## config.mk

```make
export PLATFORM = sky130hd
export DESIGN_NAME = ifetch
export DESIGN_NICKNAME = d
export VERILOG_FILES = /design/src/rtl/riscv_pkg.sv /design/src/rtl/ifetch.sv
export SDC_FILE = /design/constraint.sdc
export NUM_CORES = 1
export LEC_CHECK = 0
export ABC_AREA = 1
export ABC_CLOCK_PERIOD_IN_PS = 2250
export BUFFER_PORTS_ARGS = -buffer_cell sky130_fd_sc_hd__buf_2
export CORE_MARGIN = 5
export CORE_UTILIZATION = 50
export CTS_CLUSTER_SIZE = 14
export DETAILED_ROUTE_END_ITERATION = 10
export GPL_ROUTABILITY_DRIVEN = 1
export GPL_TIMING_DRIVEN = 0
export PLACE_DENSITY = 0.76
export REMOVE_ABC_BUFFERS = 1
export SETUP_SLACK_MARGIN = 0.02
export SLEW_MARGIN = 40
export SYNTH_ARGS = -nofsm -noshare
export SYNTH_HDL_FRONTEND = slang
export SYNTH_SLANG_ARGS = --single-unit
```

## constraint.sdc

```tcl
create_clock -name clk -period 2.25 [get_ports clk]
set_clock_uncertainty 0.15 [all_clocks]
set_input_delay 0.225 -clock clk [delete_from_list [all_inputs] [get_ports clk]]
set_output_delay 0.225 -clock clk [all_outputs]
set_load 0.01 [all_outputs]
```

## src/rtl/riscv_pkg.sv

```systemverilog
// Shared fetch-side constants: the canonical NOP encoding and the fetch FSM state type.
package riscv_pkg;

    localparam logic [31:0] NOP = 32'h00000013;

    typedef enum logic [1:0] {
        FS_REQ  = 2'd0,
        FS_WAIT = 2'd1,
        FS_HOLD = 2'd2
    } fetch_state_t;

endpackage

```

## src/rtl/ifetch.sv

```systemverilog
// Single-outstanding instruction fetch with decode stall, flush/redirect kill and a holding register.
// Optional feature: define IFETCH_MISALIGN_TRAP_EN to trap on misaligned redirect targets.
//
// state   | meaning
// FS_REQ  | fetch request driven at fetch_pc
// FS_WAIT | one request outstanding, waiting for its response
// FS_HOLD | response captured in the holding register, decode stalled
module ifetch
    import riscv_pkg::*;
#(
    parameter int              XLEN     = 64,
    parameter logic [XLEN-1:0] RESET_PC = 'h1000
) (
    input  logic            clk,
    input  logic            resetn,
    input  logic            stall,
    input  logic            flush,
    input  logic            redirect_valid,
    input  logic [XLEN-1:0] redirect_pc,
    output logic            imem_req_valid,
    input  logic            imem_req_ready,
    output logic [XLEN-1:0] imem_req_addr,
    input  logic            imem_rsp_valid,
    input  logic [31:0]     imem_rsp_data,
    output logic [31:0]     instr,
    output logic [XLEN-1:0] pc,
    output logic            instr_valid,
    output logic            fetch_trap
);

    fetch_state_t    r_state;
    logic [XLEN-1:0] r_fetch_pc;
    logic [XLEN-1:0] r_pc;
    logic [31:0]     r_instr;
    logic [31:0]     r_hold_data;
    logic            r_instr_valid;
    logic            r_kill;
    logic            r_trap;

    logic            w_discard;
    logic            w_req_fire;
    logic            w_misalign;
    logic [XLEN-1:0] w_redir_pc;

`ifdef IFETCH_MISALIGN_TRAP_EN
    assign w_redir_pc = redirect_pc;
    assign w_misalign = redirect_valid && (redirect_pc[1:0] != 2'b00);
`else
    assign w_redir_pc = redirect_pc & ~XLEN'(3);
    assign w_misalign = 1'b0;
`endif

    assign w_discard      = flush | redirect_valid;
    // Gated by resetn so no request leaks out while reset is held, yet the first
    // request appears in the very first cycle after release.
    assign imem_req_valid = resetn && (r_state == FS_REQ) && !r_trap;
    assign w_req_fire     = imem_req_valid && imem_req_ready;
    assign imem_req_addr  = r_fetch_pc;

    assign instr       = r_instr;
    assign pc          = r_pc;
    assign instr_valid = r_instr_valid;
    assign fetch_trap  = r_trap;

    // Responses outside FS_WAIT are never ours, so stale pre-reset responses are ignored there.
    always_ff @(posedge clk or negedge resetn) begin
        if (!resetn) begin
            r_state       <= FS_REQ;
            r_fetch_pc    <= RESET_PC;
            r_pc          <= RESET_PC;
            r_instr       <= NOP;
            r_hold_data   <= NOP;
            r_instr_valid <= 1'b0;
            r_kill        <= 1'b0;
            r_trap        <= 1'b0;
        end else if (w_discard) begin
            r_instr       <= NOP;
            r_instr_valid <= 1'b0;
            r_trap        <= w_misalign;
            if (w_misalign)
                r_pc <= redirect_pc;
            if (redirect_valid)
                r_fetch_pc <= w_redir_pc;
            case (r_state)
                FS_REQ: begin
                    if (w_req_fire) begin
                        r_state <= FS_WAIT;
                        r_kill  <= 1'b1;
                    end
                end
                FS_WAIT: begin
                    if (imem_rsp_valid) begin
                        r_state <= FS_REQ;
                        r_kill  <= 1'b0;
                    end else begin
                        r_kill <= 1'b1;
                    end
                end
                default: r_state <= FS_REQ;
            endcase
        end else begin
            if (!stall) begin
                r_instr       <= NOP;
                r_instr_valid <= 1'b0;
            end
            case (r_state)
                FS_REQ: begin
                    if (w_req_fire) begin
                        r_state <= FS_WAIT;
                        r_kill  <= 1'b0;
                    end
                end
                FS_WAIT: begin
                    if (imem_rsp_valid && r_kill) begin
                        r_kill  <= 1'b0;
                        r_state <= FS_REQ;
                    end else if (imem_rsp_valid && !stall) begin
                        r_instr       <= imem_rsp_data;
                        r_pc          <= r_fetch_pc;
                        r_instr_valid <= 1'b1;
                        r_fetch_pc    <= r_fetch_pc + XLEN'(4);
                        r_state       <= FS_REQ;
                    end else if (imem_rsp_valid) begin
                        r_hold_data <= imem_rsp_data;
                        r_state     <= FS_HOLD;
                    end
                end
                FS_HOLD: begin
                    if (!stall) begin
                        r_instr       <= r_hold_data;
                        r_pc          <= r_fetch_pc;
                        r_instr_valid <= 1'b1;
                        r_fetch_pc    <= r_fetch_pc + XLEN'(4);
                        r_state       <= FS_REQ;
                    end
                end
                default: r_state <= FS_REQ;
            endcase
        end
    end

endmodule
```

# After elaboration in Yosys (flattened, before gate mapping)
# Cells that the tools add are included.
[totals]
inputBits = 103
ff_bits = 196
output_inout_bits = 163
wordCells = 77
[classes]
mux = 38
eq_ne = 13
n_reduce_logical = 14
bitwise_logic = 4
add_sub_neg = 1
[op_table]
columns = ["operator", "count"]
rows = [
  ["$mux W64", 8],
  ["$pmux W64 S2", 2],
  ["$mux W32", 5],
  ["$add A64 B3 Y64 const B", 1],
  ["$pmux W32 S2", 1],
  ["$ne A3 B3 Y1 const B", 5],
  ["$reduce_and A5 Y1", 3],
  ["$mux W2", 7],
  ["$mux W1", 10],
  ["$ne A2 B2 Y1 const B", 5],
  ["$pmux W1 S2", 3],
  ["$pmux W2 S3", 1],
  ["$reduce_and A3 Y1", 2],
  ["$logic_and A1 B1 Y1", 4],
  ["$ne A4 B4 Y1 const B", 1],
  ["$pmux W2 S2", 1],
  ["$reduce_bool A2 Y1", 2],
  ["$not A1 Y1", 3],
  ["$reduce_bool A3 Y1", 1],
  ["$eq A2 B1 Y1 const B", 1],
  ["$eq A2 B2 Y1 const B", 1],
  ["$logic_not A2 Y1", 1],
  ["$logic_not A1 Y1", 1],
  ["$or A1 B1 Y1", 1],
]

# Longest topological paths before layout
[logic_depth]
ltp_word = 6
mapped_depth = 12

# Worst setup path after synthesis
# Ideal clock, no wire load.
[synth_timing]
kind = "register -> register"
startpoint = "reg r_fetch_pc[3] (netlist: imem_req_addr[3])"
endpoint = "reg r_fetch_pc[54] (netlist: imem_req_addr[54])"
stages_incl_launch_ff = 11
t_required_ns = 1.984
setup_slack_ns = 0.335
t_arrival_ns = 1.649
synth_period_minus_slack_ns = 1.915
setup_ns = 0.116
cell_sequence = "dfrtp_1 > ha_1 > nand2_1 > nor2_2 > nand2_1 > nor2_2 > nand2_1 > o21ai_0 > nand3_1 > nand2_1 > nand2_1"
[synth_between]
elab_chain_cells = 5
[synth_lines]
columns = ["item", "line", "source"]
rows = [
  ["start: declaration", "ifetch.sv:32", "logic [XLEN-1:0] r_fetch_pc;"],
  ["start signal: assignment", "ifetch.sv:83", "r_fetch_pc <= w_redir_pc;"],
  ["start signal: assignment", "ifetch.sv:121", "r_fetch_pc <= r_fetch_pc + XLEN'(4);"],
  ["start signal: assignment", "ifetch.sv:133", "r_fetch_pc <= r_fetch_pc + XLEN'(4);"],
  ["$add A64 B3 Y64 *", "ifetch.sv:121, ifetch.sv:133", ""],
  ["$mux W64", "ifetch.sv:117", "end else if (imem_rsp_valid && !stall) begin"],
  ["$mux W64", "ifetch.sv:114", "if (imem_rsp_valid && r_kill) begin"],
  ["$pmux W64 S2 *", "ifetch.sv:106", "case (r_state)"],
  ["$mux W64 *", "ifetch.sv:76", "end else if (w_discard) begin"],
]
# Every way passes the cells marked *; elsewhere a longest branch is shown, timed or not. The select of a mux whose other input is x is not followed.
# A chain may end at the register's enable or synchronous reset.

# Worst setup path after layout
[layout_timing]
startpoint = "reg r_state[0]"
endpoint = "reg r_fetch_pc[22] (netlist: imem_req_addr[22])"
[layout_between]
elab_chain_cells = 3
[layout_lines]
columns = ["item", "line", "source"]
rows = [
  ["start: declaration", "ifetch.sv:31", "fetch_state_t r_state;"],
  ["start signal: assignment", "ifetch.sv:68", "r_state <= FS_REQ;"],
  ["start signal: assignment", "ifetch.sv:87", "r_state <= FS_WAIT;"],
  ["start signal: assignment", "ifetch.sv:93", "r_state <= FS_REQ;"],
  ["$eq A2 B1 Y1 or $eq A2 B2 Y1 (tied branches)", "ifetch.sv:106", ""],
  ["$ne A3 B3 Y1 (no line) (tied with other cells)", "--", ""],
  ["$reduce_and A5 Y1 (no line) or $mux W64 (tied branches)", "--", ""],
]
# Several ways; a longest one is shown, not always the timed one.

==> results.toml <==
[global_routing]
top_usage_layer = "met2"
grt_pass1_wl_um = 58300
grt_pass1_vias = 11107
use_met3 = 0.0599
grt_antenna_before_repair = 2
use_met1 = 0.405
track_usage = 0.297
met2_usage = 0.474
grt_remaining_overflow = 0
grt_max_degree = 69

[drt]
antenna_left = 0
drt_iter0_drc = 1005
num_vias = 11508
drtPass1Iterations = 6
drc_errors = 0
wl_um = 37100
routedWlPerCell_um = 17.6
viasPerCell = 5.45

[clock_tree]
cts_inserted_buffers = 17
clk_path_buf_depth = 2
clock_sinks = 192
cts_root_buf = "clkbuf_16"
cts_tree = "yes"
htree_levels = 4
clkSlewWorstSetupHoldPaths_ns = 0.08
clk-insertion-delay-late_ns = 0.44

[final_layout]
regArea_mm2 = 0.00482
nNetsFinal = 1930
synthToLayoutAreaGrowth_pct = 32.4
drive_gt1_frac = 0.223
multi_input_area_mm2 = 0.00529
layout.filler_cells = 1819

[synthesis]
yosys.area_share.simple = 0.291
synth_area_leader_cell = "dfrtp_1"
synth_cell_types = 32
synth_area_mm2 = 0.0108
synth-edff-count = 0
syn_area_per_cell_um2 = 7.25
synthTopCellsByArea = "dfrtp_1, nand2_1, nor2_1, o21ai_0, inv_1"
synthAdderAreaFrac = 0.00463
ys_ff_latch = 192
async_flop_share = 1.00
synthXorXnorAreaFrac = 0.00162
yosysMostFrequentCell = "nand2_1"
syn_inst = 1492
ys_warn_count = 0
ys_seq_area_frac = 0.445
synth_top_family_by_area = "simple AND/OR/NAND/NOR gates"
synth_compound_area_frac = 0.142
synth_top_area_frac = 0.426
synth_mux_area_frac = 0.0385
synth_ff_type = "dfrtp_1"
synthTopCellsByCount = "nand2_1, nor2_1, dfrtp_1"

[pwr]
p_per_area_mw_per_mm2 = 1030
p_sw_frac = 0.406
pwr-share-clk = 0.220
vdd.ir_drop.worst_mv = 0.938
switching_power_mw = 6.01
combinationalPowerShare = 0.392
seq_power_share = 0.388
report.power.total_mw = 14.8
p_int_mw = 8.80
power_leakage_nw = 7.00

[floorplan]
die_x_um = 157
rows = 53
initial_core_util = 0.511
die_h_um = 157
fp.coreArea_mm2 = 0.0212
pin_count = 266
dieArea_mm2 = 0.0247

[critical_path]
end_kind = "flip-flop"
critPathMaxFanout = 5
startpoint = "r_state[0]"
crit_path_end = "imem_req_addr[22]"
critPathLaunchType = "flip-flop"
r2r_end = "imem_req_addr[22]"
critPathSlowestCell = "dfrtp_1"
r2r_start = "r_state[0]"
arrival_ns = 2.40
worst-path-stages = 11
cpLargestDelayFamily = "buffers and inverters"
crit_path_max_incr_delay_ns = 0.40
crit_buf_inv = 5
crit_type = "reg2reg"
cp.required_ns = 2.45
reg2reg_slack_ns = 0.05
reg2reg_depth = 11
path_cells = "buf_4 -> ha_4 -> buf_4 -> o21ai_2 -> nor2_2 -> nor2_4 -> buf_12 -> buf_12 -> clkbuf_16 -> a21oi_1 -> a21oi_1"

[timing]
period_share = 0.979
rsz0062_at_grt = "yes"
worst_pin_slew_ns = 0.631
max_clock_freq_mhz = 454
relSlewSlack = 0.579
setup_ws_ns = 0.0477
hold_viol = 0
min_period_ns = 2.20
slew_violations = 0
setup_viol = 0

[placed_design]
finalWeightedCongestion = 0.938
io_buffers = 258
dp_hpwl_um = 26100
dp_slack_ns = -0.861

[run_status]
outcome = "completed"

[run]
maxCapViolCount = 0

[hold_path]
min_path_type = "in2reg"
[stage by stage]
stage	hold slack (ns)	setup TNS (ns)	area [µm²]	util	cells
after global routing	0.0330	-0.142	14300	0.677	2113
after global placement	0.310	-998.26	12100	0.572	1955
after floorplan	-0.221	-194.53	10500	-	1422
after CTS	0.000476	-0.00335	14100	0.666	2095
final	0.0122	0	14300	0.677	2113
after detailed placement	-0.00380	-97.01	12500	0.589	1971
[layer usage]
layer	wire, µm	vias up
met3	3250	79
met4	1120	0
met1	15700	5420
li1	-	5506
met5	0	-
met2	17100	503
[flip-flops by register name, indices dropped and copies added (netlist names)]
name           cells
r_hold_data       32
r_kill             1
imem_req_addr     62
r_state            2
pc                62
instr_valid        1
instr             32
[kinds of logic after synthesis]
group / after synthesis
AND/OR/NAND/NOR: 787
AO/OA/AOI/OAI: 279
buffers and inverters: 198
flip-flops: 192
multiplexers: 29
adder cells (fa/ha/maj): 4
XOR/XNOR: 2
other: 1
[area by class of cell]
| cell class | instances | share of cell area |
|---|---|---|
| Inverter | 124 | 0.0348 |
| Antenna cell | 2 | 0.000349 |
| Multi-Input combinational cell | 1106 | 0.370 |
| Clock inverter | 14 | 0.0132 |
| Clock buffer | 18 | 0.0307 |
| Timing Repair Buffer | 381 | 0.191 |
| Tap cell | 275 | 0.0240 |
| Timing Repair inverter | 1 | 0.000611 |
| Sequential cell | 192 | 0.336 |
[power by group through the flow]
stage	Clock (mW)	Combinational, mW	Sequential (mW)
2_1_floorplan	0	2.76	5.93
3_3_place_gp	0	5.08	5.69
3_5_place_dp	0	5.31	5.74
4_1_cts	3.30	5.58	5.70
5_1_grt	3.46	6.42	5.90
6_report	3.26	5.81	5.75
[worst register-to-register path: cells and delay by family (launching register included)]
kind                     cells  cell delay (ns)
buffers and inverters        5             0.70
flip-flops                   1             0.40
AO/OA/AOI/OAI                3             0.36
AND/OR/NAND/NOR              2             0.31
adder cells (fa/ha/maj)      1             0.19
[cell usage in the layout (no fill, tap or decap), types with 6 or more instances in the layout]
cell type	count
nor2_1	184
buf_2	256
nor2_2	12
a22oi_1	10
buf_4	20
nand4_1	14
mux2_4	24
nor3_1	31
o21ai_1	36
nor2_4	7
dlygate4sd3_1	83
inv_1	115
buf_16	6
o21ai_0	104
inv_6	6
nand3_1	68
dfstp_2	8
a21oi_1	81
nand2_1	465
dfrtp_1	182
a211oi_1	29
buf_8	8
clkbuf_16	19
o22ai_1	13
[worst min path at each step]
stage	start	to	slack (ns)	cells after the start
floorplan	resetn	imem_req_addr[10]	-0.22	0
global placement	pc[19]	pc[19]	0.31	2
detailed placement	resetn	instr[30]	-0.004	1
CTS	redirect_pc[15]	imem_req_addr[15]	0.0005	3
global route	redirect_pc[15]	imem_req_addr[15]	0.03	3
finish	redirect_pc[17]	imem_req_addr[17]	0.01	3
[what timing repair did]
item | CTS | global route
setup endpoints to repair | 165 | 92
cloned | 1 | 3
setup buffers | 8 | 13
hold buffers | 83 | 0
endpoints found under the hold margin | 215 | 0
gates resized for setup | 17 | 26
pin swaps | 4 | 9
Power figures use the tool's default switching activity.
